==> src/rtl/step_conditioner_if.sv <==
// Button/direction/clear inputs and the conditioned step outputs of step_conditioner.
// master drives the raw inputs; slave is the conditioner itself.
interface step_conditioner_if;
    logic btn_in;
    logic dir_in;
    logic clr_in;
    logic step_o;
    logic dir_o;
    logic clr_o;
    logic pressed_o;

    modport master (
        output btn_in, dir_in, clr_in,
        input  step_o, dir_o, clr_o, pressed_o
    );

    modport slave (
        input  btn_in, dir_in, clr_in,
        output step_o, dir_o, clr_o, pressed_o
    );
endinterface

==> src/rtl/step_conditioner.sv <==
// Debounces a raw push-button into single-cycle step pulses for the up/down counter.
// Define STEP_AUTO_REPEAT_EN to add hold-to-repeat stepping.
//   state     | meaning
//   IDLE      | button released and stable
//   ARMING    | button seen high, counting stable cycles before accepting
//   PRESSED   | press accepted, step issued
//   RELEASING | button seen low, counting stable cycles before accepting release
module step_conditioner #(
    parameter int DEBOUNCE_CYCLES = 16,
    parameter int REPEAT_DELAY    = 4096,
    parameter int REPEAT_PERIOD   = 1024
) (
    input  logic              clk,
    input  logic              rst_n,
    step_conditioner_if.slave io
);

    localparam int CW = $clog2(DEBOUNCE_CYCLES + 1);
    localparam logic [CW-1:0] CNT_ONE  = CW'(1);
    localparam logic [CW-1:0] CNT_LAST = CW'(DEBOUNCE_CYCLES - 1);
    localparam logic [CW-1:0] CNT_MAX  = CW'(DEBOUNCE_CYCLES);

    if (DEBOUNCE_CYCLES < 2 || REPEAT_DELAY < 1 || REPEAT_PERIOD < 2) begin : g_bad_param
        $error("step_conditioner: parameter out of range");
    end

    typedef enum logic [1:0] {IDLE, ARMING, PRESSED, RELEASING} state_t;

    state_t        state;
    logic [CW-1:0] cnt;
    logic [CW-1:0] cnt_inc;
    logic [1:0]    btn_sync;
    logic [1:0]    dir_sync;
    logic [1:0]    clr_sync;
    logic          btn_s;
    logic          dir_s;
    logic          clr_s;
    logic          step;
    logic          dir;
    logic          pressed;

    always_ff @(posedge clk or negedge rst_n) begin
        if (!rst_n) begin
            btn_sync <= '0;
            dir_sync <= '0;
            clr_sync <= '0;
        end else begin
            btn_sync <= {btn_sync[0], io.btn_in};
            dir_sync <= {dir_sync[0], io.dir_in};
            clr_sync <= {clr_sync[0], io.clr_in};
        end
    end

    assign btn_s   = btn_sync[1];
    assign dir_s   = dir_sync[1];
    assign clr_s   = clr_sync[1];
    assign cnt_inc = (cnt == CNT_MAX) ? cnt : cnt + CNT_ONE;

`ifdef STEP_AUTO_REPEAT_EN
    localparam int HOLD_MAX = (REPEAT_DELAY > REPEAT_PERIOD) ? REPEAT_DELAY : REPEAT_PERIOD;
    localparam int HW       = $clog2(HOLD_MAX + 1);
    localparam logic [HW-1:0] HOLD_ONE    = HW'(1);
    localparam logic [HW-1:0] DELAY_LAST  = HW'(REPEAT_DELAY - 1);
    localparam logic [HW-1:0] PERIOD_LAST = HW'(REPEAT_PERIOD - 1);

    logic [HW-1:0] hold_cnt;
    logic [HW-1:0] hold_last;
    logic          repeating;

    // First repeat waits the long delay, later ones the short period.
    assign hold_last = repeating ? PERIOD_LAST : DELAY_LAST;
`endif

    always_ff @(posedge clk or negedge rst_n) begin
        if (!rst_n) begin
            state     <= IDLE;
            cnt       <= '0;
            step      <= 1'b0;
            dir       <= 1'b0;
            pressed   <= 1'b0;
`ifdef STEP_AUTO_REPEAT_EN
            hold_cnt  <= '0;
            repeating <= 1'b0;
`endif
        end else begin
            step <= 1'b0;
            if (clr_s) begin
                state     <= IDLE;
                cnt       <= '0;
                pressed   <= 1'b0;
`ifdef STEP_AUTO_REPEAT_EN
                hold_cnt  <= '0;
                repeating <= 1'b0;
`endif
            end else begin
                case (state)
                    IDLE: begin
                        if (btn_s) begin
                            cnt   <= '0;
                            state <= ARMING;
                        end
                    end
                    ARMING: begin
                        if (!btn_s) begin
                            state <= IDLE;
                        end else if (cnt == CNT_LAST) begin
                            cnt       <= CNT_MAX;
                            state     <= PRESSED;
                            step      <= 1'b1;
                            dir       <= dir_s;
                            pressed   <= 1'b1;
`ifdef STEP_AUTO_REPEAT_EN
                            hold_cnt  <= '0;
                            repeating <= 1'b0;
`endif
                        end else begin
                            cnt <= cnt_inc;
                        end
                    end
                    PRESSED: begin
                        if (!btn_s) begin
                            cnt       <= '0;
                            state     <= RELEASING;
`ifdef STEP_AUTO_REPEAT_EN
                            hold_cnt  <= '0;
                            repeating <= 1'b0;
`endif
                        end
`ifdef STEP_AUTO_REPEAT_EN
                        else if (hold_cnt == hold_last) begin
                            hold_cnt  <= '0;
                            repeating <= 1'b1;
                            step      <= 1'b1;
                            dir       <= dir_s;
                        end else begin
                            hold_cnt <= hold_cnt + HOLD_ONE;
                        end
`endif
                    end
                    RELEASING: begin
                        if (btn_s) begin
                            state <= PRESSED;
                        end else if (cnt == CNT_LAST) begin
                            cnt     <= CNT_MAX;
                            state   <= IDLE;
                            pressed <= 1'b0;
                        end else begin
                            cnt <= cnt_inc;
                        end
                    end
                    default: state <= IDLE;
                endcase
            end
        end
    end

    assign io.step_o    = step;
    assign io.dir_o     = dir;
    assign io.clr_o     = clr_s;
    assign io.pressed_o = pressed;

endmodule

==> src/flat_wrapper.sv <==
// flat-port wrapper written by rule: the top's interface ports become plain ports
module step_conditioner_flat 
#(
    parameter int DEBOUNCE_CYCLES = 16,
    parameter int REPEAT_DELAY    = 4096,
    parameter int REPEAT_PERIOD   = 1024
)
  (clk, rst_n, io_btn_in, io_dir_in, io_clr_in, io_step_o, io_dir_o, io_clr_o, io_pressed_o);
  step_conditioner_if io_i ();
  input  logic clk;
  input  logic rst_n;
  input wire logic [$bits(io_i.btn_in)-1:0] io_btn_in;
  input wire logic [$bits(io_i.dir_in)-1:0] io_dir_in;
  input wire logic [$bits(io_i.clr_in)-1:0] io_clr_in;
  output wire logic [$bits(io_i.step_o)-1:0] io_step_o;
  output wire logic [$bits(io_i.dir_o)-1:0] io_dir_o;
  output wire logic [$bits(io_i.clr_o)-1:0] io_clr_o;
  output wire logic [$bits(io_i.pressed_o)-1:0] io_pressed_o;
  assign io_i.btn_in = io_btn_in;
  assign io_i.dir_in = io_dir_in;
  assign io_i.clr_in = io_clr_in;
  assign io_step_o = io_i.step_o;
  assign io_dir_o = io_i.dir_o;
  assign io_clr_o = io_i.clr_o;
  assign io_pressed_o = io_i.pressed_o;
  step_conditioner #(.DEBOUNCE_CYCLES(DEBOUNCE_CYCLES), .REPEAT_DELAY(REPEAT_DELAY), .REPEAT_PERIOD(REPEAT_PERIOD)) u_core (.clk(clk), .rst_n(rst_n), .io(io_i));
endmodule
==> config.mk <==
export PLATFORM = sky130hd
export DESIGN_NAME = step_conditioner_flat
export DESIGN_NICKNAME = d
export VERILOG_FILES = /design/src/rtl/step_conditioner_if.sv /design/src/rtl/step_conditioner.sv /design/src/flat_wrapper.sv
export SDC_FILE = /design/constraint.sdc
export NUM_CORES = 1
export LEC_CHECK = 0
export ABC_AREA = 1
export BUFFER_PORTS_ARGS = -buffer_cell sky130_fd_sc_hd__buf_4
export CAP_MARGIN = 15
export CELL_PAD_IN_SITES_DETAIL_PLACEMENT = 0
export CELL_PAD_IN_SITES_GLOBAL_PLACEMENT = 1
export CORE_AREA = 5 5 57 59
export CTS_BUF_LIST = sky130_fd_sc_hd__clkbuf_4
export CTS_CLUSTER_SIZE = 12
export DETAILED_ROUTE_END_ITERATION = 10
export DIE_AREA = 0 0 62 64
export GPL_TIMING_DRIVEN = 0
export PLACE_DENSITY = 0.57
export SETUP_SLACK_MARGIN = 0.02
export SYNTH_ARGS = -nofsm -noshare
export SYNTH_HDL_FRONTEND = slang
export SYNTH_SLANG_ARGS = --single-unit
export TNS_END_PERCENT = 10
==> constraint.sdc <==
create_clock -name clk -period 1.65 [get_ports clk]
set_clock_uncertainty 0.05 [all_clocks]
set_input_delay 0.2475 -clock clk [delete_from_list [all_inputs] [get_ports clk]]
set_output_delay 0.2475 -clock clk [all_outputs]
set_load 0.1 [all_outputs]
==> qor.csv <==
stage;metric;value;unit
synthesis;synth_mux_area_share;0;%
worst_setup_path;setup.worst_path.start_class;flip-flop;
min_path;hold_class;in -> async;
sta;rsz0062_at_grt;false;
synthesis;ys_ff_latch;16;
drt;drt-total-wl;1490;µm
finish;stdcell_area;982;µm²
die;ios;9;
die;start_util;29.1;%
flow_run;max-cap-violations;0;
worst_setup_path;max_stage_delay;0.42;ns
finish;layout-drive-gt1-share;27.4;%
worst_setup_path;path_buf_inv;1;
die;die_h;64;µm
sta;tns;0;ns
synthesis;synth_top_area_cell;dfrtp_1;
power_and_ir_drop;p_per_area;786;nW/µm²
sta;maxSlewHeadroom;81.5;%
place;hpwl;1060;µm
synthesis;synthAdderAreaFrac;4.85;%
place;port_buffers;8;
finish;num-nets-final;115;
synthesis;syn_area;774;µm²
sta;hold_viol;0;
global_route;grt_antenna_before_repair;0;
clock_network;cts_sinks;16;
global_route;grt_max_degree;17;
worst_setup_path;critical_path_arrival;1.69;ns
synthesis;yosysWarnings;0;
synthesis;synth_xor_area_share;1.13;%
place;gp_congestion;0.781;
finish;diodes;0;
worst_setup_path;crit_fanout;4;
drt;dr.pass1.iters;3;
sta;max_freq;663;MHz
worst_setup_path;crit_required;1.83;ns
synthesis;post-synth-top-count-cell;nand2_1;
drt;postRouteAntennaNets;0;
power_and_ir_drop;ir_drop;0.505;mV
synthesis;avgSynthCellArea;9.01;µm²
clock_network;worstSkewPairLatency;0.28;ns
die;die_w;62;µm
place;placed_area;875;µm²
synthesis;synthArstFlopShare;100;%
synthesis;synth_compound_area_share;0.646;%
clock_network;cts-root-buf;clkbuf_4;
die;dieArea;3970;µm²
global_route;grt_usage;8.57;%
synthesis;synth_top_family_by_area;simple AND/OR/NAND/NOR gates;
clock_network;cts_tree;done;
synthesis;syn_inst;86;
synthesis;yosysSeqAreaShare;51.7;%
sta;maxSlewViolCount;0;
synthesis;syn-num-nets;94;
global_route;grt_pass1_wl;2500;µm
worst_setup_path;path_delay_family;simple AND/OR/NAND/NOR gates;
sta;fin_crit_sh;91.5;%
worst_setup_path;crit_chain;ha_2 -> nand2_1 -> nor2_2 -> ha_2 -> nor2_4 -> buf_4 -> nand4_1 -> nand2_1;
clock_network;cts_buffers;3;
worst_setup_path;critPathKind;reg -> reg;
synthesis;synth.top_cells.by_count;28 x nand2_1, 16 x dfrtp_1, 10 x inv_1;
clock_network;h-tree-depth;1;
sta;setup_viol;0;
synthesis;yosys.area_share.simple;34.9;%
worst_setup_path;crit_path_end_kind;flip-flop;
clock_network;clkTransAtPathRegs;0.10;ns
die;core_area;2660;µm²
drt;drc_errors;0;
drt;viasPerCell;4.50;
synthesis;synth_edf_count;0;
finish;area_growth;26.8;%
global_route;first_global_vias;577;
clock_network;cts_buffer_depth;2;
status;status;finished, final reports clean;
drt;wl_per_cell;10.9;µm
sta;worst_pin_slew;0.279;ns
worst_setup_path;slowest_stage;dfrtp_1;
synthesis;yosysTopAreaCellShare;51.7;%
synthesis;ys_types;16;
global_route;overflow;0;
power_and_ir_drop;leakage;0.513;nW
drt;vias;616;
synthesis;synth_area_leaders;dfrtp_1 52%, nand2_1 14%, ha_1 4.8%;
die;fp-row-count;19;
synthesis;synth-main-ff-cell;dfrtp_1;
sta;fin_crit;1.51;ns
drt;drtIter0Drc;14;
==> routing by layer <==
| layer | routed length, µm | vias to the layer above | share of wire [%] | track usage [%] |
|---|---|---|---|---|
| met2 | 753 | 7 | 51 | 12.2 |
| li1 | - | 309 | - | - |
| met3 | 43 | 2 | 2.9 | 2.41 |
| met4 | 21 | 0 | 1.4 | 4.77 |
| met5 | 0 | - | 0 | 0 |
| met1 | 670 | 298 | 45 | 11.5 |
==> registers in the layout (all words and copies together) (netlist names) <==
name and count:
u_core.dir_sync 2, u_core.btn_sync 2, u_core.cnt 5, u_core.state 2
u_core.io.dir_o 1, u_core.clr_sync 2, u_core.io.pressed_o 1, u_core.io.step_o 1
==> power by group <==
part	leakage [nW]	switching, W	internal, W
Combinational	0.288	0.0000678	0.0000445
Sequential	0.207	0.0000166	0.000409
Clock	0.0184	0.000124	0.000110
==> metrics by stage <==
stage	cells	total power [W]	util [%]	worst slack (ns)	hold WS [ns]
floorplan	86	0.000500	-	0.181	-0.0981
global placement	125	0.000532	32.8	0.0177	0.0655
detailed placement	125	0.000533	32.8	0.0221	0.0716
CTS	131	0.000779	34.7	0.0320	0.00364
global route	137	0.000827	36.9	0.0144	0.292
finish	137	0.000772	36.9	0.141	0.288
==> kinds of logic (layout without fill, tap and decap cells) <==
group | count (synthesis) | count (layout)
buffers and inverters | 12 | 32
and+or+nand+nor | 53 | 53
AOI/OAI and AO/OA | 1 | 1
adders and majority gates | 3 | 3
DFF | 16 | 16
xor gates and xnor gates | 1 | 1
==> layout by cell type, fill, tap and decap left out, types with 2 or more instances in the layout <==
master / n
clkbuf_4: 4
dlygate4sd3_1: 4
nor2_1: 3
nand2_4: 2
dfrtp_1: 15
nand2_1: 28
nand4_1: 6
nand2_2: 3
buf_4: 12
inv_1: 10
nand3_1: 7
ha_2: 2
==> path summary, 6_finish.rpt <==
check,endpoint,startpoint,slack (ns),depth (start not counted)
worst max-delay path,u_core.cnt[0]$_DFFE_PN0P_,u_core.cnt[0]$_DFFE_PN0P_,0.14,8
worst min-delay path,u_core.cnt[1]$_DFFE_PN0P_,rst_n,0.29,2
worst max register to register,u_core.cnt[0]$_DFFE_PN0P_,u_core.cnt[0]$_DFFE_PN0P_,0.14,8
worst min register to register,u_core.clr_sync[1]$_DFF_PN0_,u_core.clr_sync[0]$_DFF_PN0_,0.30,0
max in group asynchronous,u_core.clr_sync[1]$_DFF_PN0_,rst_n,1.06,2
min in group clk,u_core.clr_sync[1]$_DFF_PN0_,u_core.clr_sync[0]$_DFF_PN0_,0.30,0
==> what timing repair did <==
item / CTS / global route
pin swaps: 1 / 2
buffers inserted: 0 / 4
cloned: 0 / 0
hold buffers: 2 / 2
gates resized for setup: 0 / 3
endpoints found under the setup margin: 2 / 7
endpoints found under the hold margin: 17 / 2
==> cell type report <==
class                      instances  area [µm²]
multi-input combinational         58         329
buffer                             1        11.3
clock buffer                       4        30.0
sequential                        16         402
inverter                          11        41.3
timing repair buffer              16         130
fill                             285        1680
tap                               31        38.8
Note: power is estimated with default switching activity, not from simulation.
